[config.mk]
export PLATFORM = sky130hd
export DESIGN_NAME = sipo_route_rx
export DESIGN_NICKNAME = d
export VERILOG_FILES = /design/src/rtl/sipo_route_rx.sv
export SDC_FILE = /design/constraint.sdc
export NUM_CORES = 1
export LEC_CHECK = 0
export ABC_AREA = 1
export BUFFER_PORTS_ARGS = -buffer_cell sky130_fd_sc_hd__buf_2
export CORE_AREA = 3 3 141 116
export DETAILED_ROUTE_END_ITERATION = 6
export DIE_AREA = 0 0 144 119
export GPL_TIMING_DRIVEN = 0
export PLACE_DENSITY = 0.66
export RECOVER_POWER = 50
export SETUP_SLACK_MARGIN = 0.05
export SYNTH_ARGS = -nofsm -noshare
export SYNTH_HDL_FRONTEND = slang
export SYNTH_SLANG_ARGS = --single-unit
[constraint.sdc]
create_clock -name clk_40MHz -period 3.55 [get_ports clk_40MHz]
set_input_delay 0.71 -clock clk_40MHz [delete_from_list [all_inputs] [get_ports clk_40MHz]]
set_output_delay 0.71 -clock clk_40MHz [all_outputs]
set_load 0.1 [all_outputs]
[src/rtl/sipo_route_rx.sv]
// sipo_route_rx: 1-bit route stream deserializer with FWFT word FIFO and sticky flags; define SIPO_RX_STATS_EN for frame/error counters
module sipo_route_rx #(
  parameter int DATA_W     = 28,
  parameter int FIFO_DEPTH = 4,
  parameter int CNT_W      = 3
) (
  input  logic              clk_40MHz,
  input  logic              rst_n,
  input  logic              serial_in,
  input  logic              valid_in,
  input  logic              rd_en,
  input  logic              clr_flags,
  output logic [DATA_W-1:0] rd_data,
  output logic              rd_valid,
  output logic [CNT_W-1:0]  fifo_count,
  output logic              rx_busy,
  output logic              frame_err,
  output logic              overflow
`ifdef SIPO_RX_STATS_EN
  ,
  output logic [15:0]       frame_cnt,
  output logic [7:0]        err_cnt
`endif
);
  localparam int CW = $clog2(DATA_W);
  localparam int AW = CNT_W - 1;
  localparam logic [CW-1:0] LAST = CW'(DATA_W - 1);
  localparam logic [CNT_W-1:0] FULL_N = CNT_W'(FIFO_DEPTH);
  typedef enum logic {IDLE, SHIFT} state_t;
  state_t              state_q;
  logic [CW-1:0]       cnt_q;
  logic [DATA_W-2:0]   shreg_q;
  logic [DATA_W-1:0]   mem_q [FIFO_DEPTH];
  logic [CNT_W-1:0]    wr_ptr_q, rd_ptr_q;
  logic                frame_err_q, frame_err_d, overflow_q, overflow_d;
  logic                word_done, err_ev, ovf_ev, full, pop, push;
  logic [DATA_W-1:0]   word;
  assign word       = {shreg_q, serial_in};
  assign word_done  = state_q == SHIFT && !valid_in && cnt_q == LAST;
  assign err_ev     = state_q == SHIFT && valid_in;
  assign fifo_count = wr_ptr_q - rd_ptr_q;
  assign full       = fifo_count == FULL_N;
  assign rd_valid   = fifo_count != '0;
  assign pop        = rd_en && rd_valid;
  assign push       = word_done && (!full || pop);
  assign ovf_ev     = word_done && full && !pop;
  assign rd_data    = rd_valid ? mem_q[rd_ptr_q[AW-1:0]] : '0;
  assign rx_busy    = state_q == SHIFT;
  assign frame_err  = frame_err_q;
  assign overflow   = overflow_q;
  assign frame_err_d = err_ev | (frame_err_q & ~clr_flags);
  assign overflow_d  = ovf_ev | (overflow_q & ~clr_flags);
  // frame FSM: valid_in always (re)starts a frame with this bit as MSB, otherwise shift until bit 0
  always_ff @(posedge clk_40MHz or negedge rst_n) begin
    if (!rst_n) begin
      state_q <= IDLE;
      cnt_q   <= '0;
      shreg_q <= '0;
    end else if (valid_in) begin
      state_q <= SHIFT;
      cnt_q   <= CW'(1);
      shreg_q <= (DATA_W-1)'(serial_in);
    end else if (state_q == SHIFT) begin
      shreg_q <= word[DATA_W-2:0];
      cnt_q   <= cnt_q == LAST ? '0 : cnt_q + 1'b1;
      state_q <= cnt_q == LAST ? IDLE : SHIFT;
    end
  end
  // FIFO pointers; extra MSB distinguishes full from empty
  always_ff @(posedge clk_40MHz or negedge rst_n) begin
    if (!rst_n) begin
      wr_ptr_q <= '0;
      rd_ptr_q <= '0;
    end else begin
      wr_ptr_q <= wr_ptr_q + CNT_W'(push);
      rd_ptr_q <= rd_ptr_q + CNT_W'(pop);
    end
  end
  // word storage; contents are don't-care until a pointer covers them
  always_ff @(posedge clk_40MHz) begin
    if (push) mem_q[wr_ptr_q[AW-1:0]] <= word;
  end
  // sticky flags; a set event outranks the clear
  always_ff @(posedge clk_40MHz or negedge rst_n) begin
    if (!rst_n) begin
      frame_err_q <= 1'b0;
      overflow_q  <= 1'b0;
    end else begin
      frame_err_q <= frame_err_d;
      overflow_q  <= overflow_d;
    end
  end
`ifdef SIPO_RX_STATS_EN
  logic [15:0] frame_cnt_q;
  logic [7:0]  err_cnt_q;
  logic        any_err;
  assign any_err   = err_ev | ovf_ev;
  assign frame_cnt = frame_cnt_q;
  assign err_cnt   = err_cnt_q;
  // completed-word counter (wrapping, dropped words included) and saturating error counter
  always_ff @(posedge clk_40MHz or negedge rst_n) begin
    if (!rst_n) begin
      frame_cnt_q <= '0;
      err_cnt_q   <= '0;
    end else begin
      frame_cnt_q <= clr_flags ? 16'(word_done) : frame_cnt_q + 16'(word_done);
      err_cnt_q   <= clr_flags ? 8'(any_err) : err_cnt_q + 8'(any_err && err_cnt_q != 8'hFF);
    end
  end
`endif
endmodule

==> results by group, run 1 <==
Critical path
  • CP max-delay cell: dfrtp_1
  • Req. time, crit path: 2.84 ns
  • Data arrival, critical path: 2.58 ns
  • FF-to-FF Start: rx_busy$_DFF_PN0_
  • Critical Path Start Type: register
  • Worst path cell trace: ha_1, fa_1, inv_1, nand2_4, nand3b_4, buf_6, nand2_1, inv_1, buf_2
  • Most frequent CP cell: inv_1
  • Critical path class: register to output port
  • CP max FO: 10
  • Reg2reg end: mem_q[0][10]$_DFFE_PP_
  • CP Buf/Inv Count: 4
  • Reg2reg path depth: 6
  • Top delay family on crit path: buffers and inverters
  • Worst stage delay on the critical path: 0.47 ns
  • Flop-to-flop setup slack: 0.60 ns
  • CP startpoint: rd_ptr_q[0]$_DFF_PN0_
  • Worst setup EP type: output port

Synthesis
  • #FFs+latches synth: 153
  • Mean Syn Cell Area: 11.83 µm²
  • Syn Nets: 546
  • Mapped Area: 0.006306 mm²
  • YS warnings: 0
  • Post-synthesis cell type count: 29
  • Mapped Cells: 533
  • Seq/Total Area, Yosys: 69.60%

Clocking
  • Post-CTS setup repair buffer count: 0
  • Max H-tree Level: 4
  • TritonCTS clock tree: yes
  • Clk sinks: 153
  • Worst-path clk slew: 0.06 ns
  • Total CTS buffers: 17
  • Post_cts resized: 0
  • Later-pin clock latency in the skew report: 0.41 ns
  • Bufs on Longest Clock Path: 2
  • Hold-fix buffers, CTS: 0
  • Root Driver: clkbuf_16

Timing
  • Final Hold Viols: 0
  • Slew @ Worst Pin: 2.404 ns
  • Final count of negative-setup-slack endpoints: 0
  • Shortest period the worst path allows: 3.291 ns
  • Rel. slew slack: -60.29%
  • Maximum clock frequency: 303.8 MHz
  • Clock skew: 0.008325 ns
  • Tcrit/Tclk final: 92.71%
  • Post-route setup slack: 0.2589 ns
  • Final setup TNS: 0 ns
  • RSZ-0062 raised after global routing: no
  • Final Max Tran Viols: 42

Drt
  • Total wire length: 13370 µm
  • First-pass DRT Iterations: 4
  • Number of DRC markers in iteration 0: 259
  • Drt drc: 0
  • Vias: 3982
  • Avg Vias per Cell: 4.996
  • Post-route ant nets: 0
  • WL per Instance: 16.78 µm

Hold path
  • Worst Hold Depth: 2
  • Hold_sp: overflow$_DFF_PN0_
  • Hold Path Sink: overflow$_DFF_PN0_
  • Hold WC Path Type: register to register

Final layout
  • Most common cell after layout, fill and taps aside: edfxtp_1
  • Layout cells sized above 1: 17.93%
  • Final core utilization: 49.56%
  • Antenna Diode Count: 0
  • Area Growth Syn to Fin: 17.60%
  • Layout net count: 608
  • Most frequent cells in the layout: edfxtp_1 (112), nor2_1 (86), inv_1 (66)

Global route
  • Largest net degree at the start of global routing: 42
  • GRT overflow: 0
  • Antenna violations before repair: 0
  • All-Layer GR Usage: 16.31%
  • Vias in the first global route: 3965
  • First-pass GRT wire length: 21180 µm

Placed design
  • Routability cong.: 0.7440
  • Port Buffers: 40
  • HPWL Detailed: 8451 µm
  • Dpl ws: 0.6765 ns

Outcome
  • Violated checks: capacitance limit, slew limit
  • Status: finished with violations

Die
  • Core area: 0.01496 mm²
  • Starting Density: 42.14%
  • Cell Rows: 40
  • Die height: 119 µm
  • Ports: 41
  • DIE AREA: 0.01714 mm²
  • Die X: 144 µm

Job
  • MaxCap Viol Count: 1
## worst min-delay path, cell delays in order, from the launching register on
cell	delay, ns
dfrtp_1	0.35
nand2_1	0.06
nand2_1	0.06
## per-stage QoR
stage | hold slack [ns] | instance area [µm²] | std cells
after floorplan | 0.4144 | 6306 | 533
after global placement | 0.4613 | 6743 | 762
after detailed placement | 0.4710 | 6845 | 765
after CTS | 0.4929 | 7448 | 797
after global routing | 0.5169 | 7416 | 797
final | 0.4992 | 7416 | 797
## worst max path at each step
stage | to | slack (ns) | cells past startpoint
finish | rd_data[2] | 0.26 | 9
global route | rd_data[22] | 0.12 | 8
CTS | rd_data[22] | 0.23 | 9
detailed placement | rd_data[25] | 0.68 | 9
global placement | mem_q[3][12]$_DFFE_PP_ | 0.16 | 9
floorplan | rd_data[19] | 0.60 | 9
## cell usage after synthesis
| library cell | instances | area share, % |
|---|---|---|
| nor2_1 | 85 | 5.1 |
| nand4_2 | 1 | 0.20 |
| ha_1 | 6 | 1.2 |
| nand2_1 | 51 | 3.0 |
| o22ai_1 | 25 | 2.5 |
| o21ai_0 | 40 | 3.2 |
| nor2_8 | 1 | 0.32 |
| nand2_2 | 3 | 0.30 |
| nand2_4 | 2 | 0.36 |
| o21ai_1 | 50 | 4.0 |
| buf_2 | 7 | 0.56 |
| nand3_2 | 1 | 0.16 |
| xnor2_1 | 1 | 0.14 |
| nand3b_4 | 1 | 0.32 |
| inv_1 | 65 | 3.9 |
| nor2_2 | 4 | 0.40 |
| inv_4 | 1 | 0.099 |
| a21oi_1 | 1 | 0.079 |
| buf_6 | 12 | 2.1 |
| nand3_1 | 6 | 0.48 |
| nor2_4 | 2 | 0.36 |
| buf_4 | 3 | 0.36 |
| clkbuf_1 | 3 | 0.18 |
| edfxtp_1 | 112 | 53 |
| inv_2 | 3 | 0.18 |
| dfrtp_1 | 41 | 16 |
| fa_1 | 1 | 0.32 |
| a22o_1 | 1 | 0.14 |
| xor2_1 | 4 | 0.56 |
## registers in the layout (all words and copies together), names as in the netlist
| signal | count |
|---|---|
| cnt_q | 5 |
| frame_err | 1 |
| mem_q | 112 |
| overflow | 1 |
| rd_ptr_q | 3 |
| rx_busy | 1 |
| shreg_q | 27 |
| wr_ptr_q | 3 |
## cells by family after synthesis
kind of cell / Yosys count / share of synthesized area [%]
compound gates: 117 / 9.841
xor+xnor: 5 / 0.6944
fa+ha+maj: 7 / 1.508
buf+inv: 94 / 7.381
flops: 153 / 69.60
simple gates: 157 / 10.97
## layer usage
| layer | part of all wire (%) | wire (µm) | global-route usage (%) |
|---|---|---|---|
| met1 | 45 | 6053 | 22.06 |
| met2 | 50 | 6666 | 26.89 |
| met3 | 4.3 | 575 | 3.854 |
| met4 | 0.57 | 76 | 3.529 |
| met5 | 0 | 0 | 0 |
## layout make-up
| class | instances | area (µm²) |
|---|---|---|
| repair buffers | 43 | 280.3 |
| well taps | 189 | 236.5 |
| plain buffers | 25 | 188.9 |
| clock buffers | 17 | 425.4 |
| flip-flops and latches | 153 | 4389 |
| inverters | 69 | 260.3 |
| fillers | 1315 | 7548 |
| clock inverters | 15 | 177.7 |
| multi-input cells | 286 | 1458 |
Power of run 1 is not shown: default switching activity piles up to over one toggle a cycle in this logic, so the estimate is an artifact.
==> run 2, diff against run 1 <==
Settings changed: ABC_AREA 1 to default, CORE_AREA 3 3 141 116 to 3 3 139 114, DIE_AREA 0 0 144 119 to 0 0 142 117.
==> results by group, run 2 <==
Outcome
  • Status: finished with violations
  • Violated checks: capacitance limit, slew limit

Critical path
  • CP max-delay cell: dfrtp_2
  • Worst path cell trace: inv_1, ha_1, fa_1, xnor3_1, and3_4, buf_6, nor2b_2, buf_6
  • Worst Setup EP: rd_data[26]
  • Reg2reg path depth: 9 (+3)
  • CP max FO: 10 (unchanged)
  • Worst path depth: 8 (-1)
  • FF-to-FF Start: wr_ptr_q[0]$_DFF_PN0_
  • Critical path class: register to output port
  • Top delay family on crit path: adder cells
  • Flop-to-flop setup slack: 0.51 ns (-0.09 ns)
  • Worst stage delay on the critical path: 0.43 ns (-0.04 ns)
  • Req. time, crit path: 2.84 ns (about the same)
  • Data arrival, critical path: 2.65 ns (+0.07 ns)
  • Critical Path Start Type: register
  • Most frequent CP cell: buf_6
  • Worst setup EP type: output port
  • CP Buf/Inv Count: 3 (-1)
  • Reg2reg end: mem_q[0][2]$_DFFE_PP_
  • CP startpoint: wr_ptr_q[0]$_DFF_PN0_

Synthesis
  • Post-synthesis mux area share: 15.00% (+15 points)
  • Top-count cell post-synth: edfxtp_1
  • Seq/Total Area, Yosys: 72.20% (+2.6 points)
  • Mean Syn Cell Area: 18.20 µm² (+54%)
  • Compound-gate portion of the synthesized area: 1.091% (-8.8 points)
  • Adder-cell share of the synthesized area: 1.564% (+0.056 points)
  • Top_reg_cell synth: edfxtp_1
  • Mapped Cells: 334 (-37%)
  • Syn Nets: 347 (-36%)
  • Simple-gate share of the synthesized area: 6.915% (-4.1 points)
  • EDFF count, synth: 112 (unchanged)
  • Xor/xnor share of the synthesized area: 0.8026% (+0.11 points)
  • #FFs+latches synth: 153 (unchanged)
  • Yosys top cell area share: 55.32% (+2.0 points)
  • Post-synthesis cell type count: 31 (+6.9%)
  • Async S/R FF share, synth: 26.80% (unchanged)
  • Ranking of synthesized cells by area: edfxtp_1 (55%), dfrtp_1 (17%), mux4_2 (10%)
  • Mapped Area: 0.006080 mm² (-3.6%)
  • Largest family of logic cells by synthesized area: multiplexers
  • Commonest cells in the netlist: edfxtp_1 (112), dfrtp_1 (41), nor2_1 (29), nor2b_1 (29), mux4_2 (28)
  • YS warnings: 0 (unchanged)
  • Cell taking the most area after synthesis: edfxtp_1

Final layout
  • Final Non-Filler Cells: 598 (-25%)
  • Largest register FFs: 112 (unchanged)
  • Final core utilization: 52.18% (+2.6 points)
  • Most frequent cells in the layout: edfxtp_1 (112), dfrtp_1 (40), nor2_1 (29)
  • Antenna Diode Count: 0 (unchanged)
  • Fin area: 0.007511 mm² (+1.3%)
  • Area Growth Syn to Fin: 23.54%
  • Most common cell after layout, fill and taps aside: edfxtp_1
  • Layout net count: 414 (-32%)
  • Layout cells sized above 1: 36.96% (+19 points)

Clocking
  • Later-pin clock latency in the skew report: 0.41 ns (about the same)
  • Total CTS buffers: 17 (unchanged)
  • Clk sinks: 153 (unchanged)
  • Post_cts resized: 34 (+34)
  • Post-CTS setup repair buffer count: 0 (unchanged)
  • Worst-path clk slew: 0.06 ns (about the same)
  • TritonCTS clock tree: yes
  • Bufs on Longest Clock Path: 2 (unchanged)
  • Root Driver: clkbuf_16
  • Hold-fix buffers, CTS: 0 (unchanged)
  • Max H-tree Level: 4 (unchanged)

Die
  • Starting Density: 42.23% (+0.093 points)
  • DIE AREA: 0.01661 mm² (-3.0%)
  • Die height: 117 µm (-1.7%)
  • Cell Rows: 39 (-2.5%)
  • Ports: 41 (unchanged)
  • Core area: 0.01440 mm² (-3.8%)
  • Die X: 142 µm (-1.4%)

Drt
  • Drt drc: 0 (unchanged)
  • First-pass DRT Iterations: 4 (unchanged)
  • WL per Instance: 18.49 µm (+10%)
  • Avg Vias per Cell: 5.070 (+1.5%)
  • Number of DRC markers in iteration 0: 167 (-36%)
  • Total wire length: 11060 µm (-17%)
  • Post-route ant nets: 0 (unchanged)
  • Vias: 3032 (-24%)

Timing
  • Min Hold Slack: 0.4932 ns (-0.005913 ns)
  • Slew @ Worst Pin: 2.369 ns (-0.03577 ns)
  • Tcrit/Tclk final: 94.52% (+1.8 points)
  • Maximum clock frequency: 298.0 MHz (-1.9%)
  • Final count of negative-setup-slack endpoints: 0 (unchanged)
  • Clock skew: 0.006463 ns (-0.001862 ns)
  • RSZ-0062 raised after global routing: no
  • Rel. slew slack: -57.90% (+2.4 points)
  • Final Max Tran Viols: 42 (unchanged)
  • Final Hold Viols: 0 (unchanged)
  • Shortest period the worst path allows: 3.355 ns (+0.06428 ns)

Placed design
  • Placed inst area: 0.006763 mm² (-1.2%)
  • Placed cell count: 566 (-26%)
  • HPWL Detailed: 7264 µm (-14%)
  • Routability cong.: 0.7084 (-4.8%)
  • Port Buffers: 39 (-2.5%)

Global route
  • GRT overflow: 0 (unchanged)
  • First-pass GRT wire length: 17880 µm (-16%)
  • All-Layer GR Usage: 14.43% (-1.9 points)
  • Met2 Resource Use GR: 23.48% (-3.4 points)
  • Global Route met3 Usage: 3.777% (-0.076 points)
  • Vias in the first global route: 3231 (-19%)
  • Most Used Layer, Global Route: met2
  • Antenna violations before repair: 0 (unchanged)
  • Met1 usage: 19.21% (-2.8 points)
  • Largest net degree at the start of global routing: 42 (unchanged)

Job
  • MaxCap Viol Count: 1 (unchanged)

Hold path
  • Hold WC Path Type: input port to register
==> run 2: worst min path at each step <==
stage,cells after the start,startpoint,endpoint,slack (ns)
after global routing,2,clr_flags,frame_err$_DFF_PN0_,0.49
final,2,clr_flags,frame_err$_DFF_PN0_,0.49
after CTS,2,clr_flags,frame_err$_DFF_PN0_,0.47
after floorplan,0,rst_n,cnt_q[0]$_DFFE_PN0P_,0.41
after global placement,2,overflow$_DFF_PN0_,overflow$_DFF_PN0_,0.47
after detailed placement,2,overflow$_DFF_PN0_,overflow$_DFF_PN0_,0.48
==> run 2: final cells by class <==
cell class              count  area (µm²)
fillers                  1157        6884
flip-flops and latches    153        4390
multi-input cells         155        1673
repair buffers             48       460.4
clock buffers              18       429.2
well taps                 184       230.2
clock inverters            14       185.2
plain buffers              18       112.6
inverters                   8       30.03
==> run 2: cells by family (layout without fill, tap and decap cells) <==
group / Yosys count / after routing
mux: 56 / 56
buf+inv: 26 / 106
flops: 153 / 153
xor+xnor: 4 / 4
compound gates: 9 / 9
fa+ha+maj: 7 / 7
simple gates: 79 / 79
==> run 2: per-layer routing <==
metal | up-vias | part of all wire (%)
li1 | 1399 | -
met1 | 1577 | 47
met2 | 46 | 50
met3 | 10 | 3.1
met4 | 0 | 0.89
met5 | - | 0
==> run 2: per-stage QoR <==
step | setup TNS [ns] | worst slack (ns)
floorplan | -31.60 | -0.2822
global placement | -150.78 | -1.384
detailed placement | 0 | 0.3477
CTS | 0 | 0.02874
global route | 0 | 0.05414
finish | 0 | 0.1946
Power of run 2 is left out for the same reason.
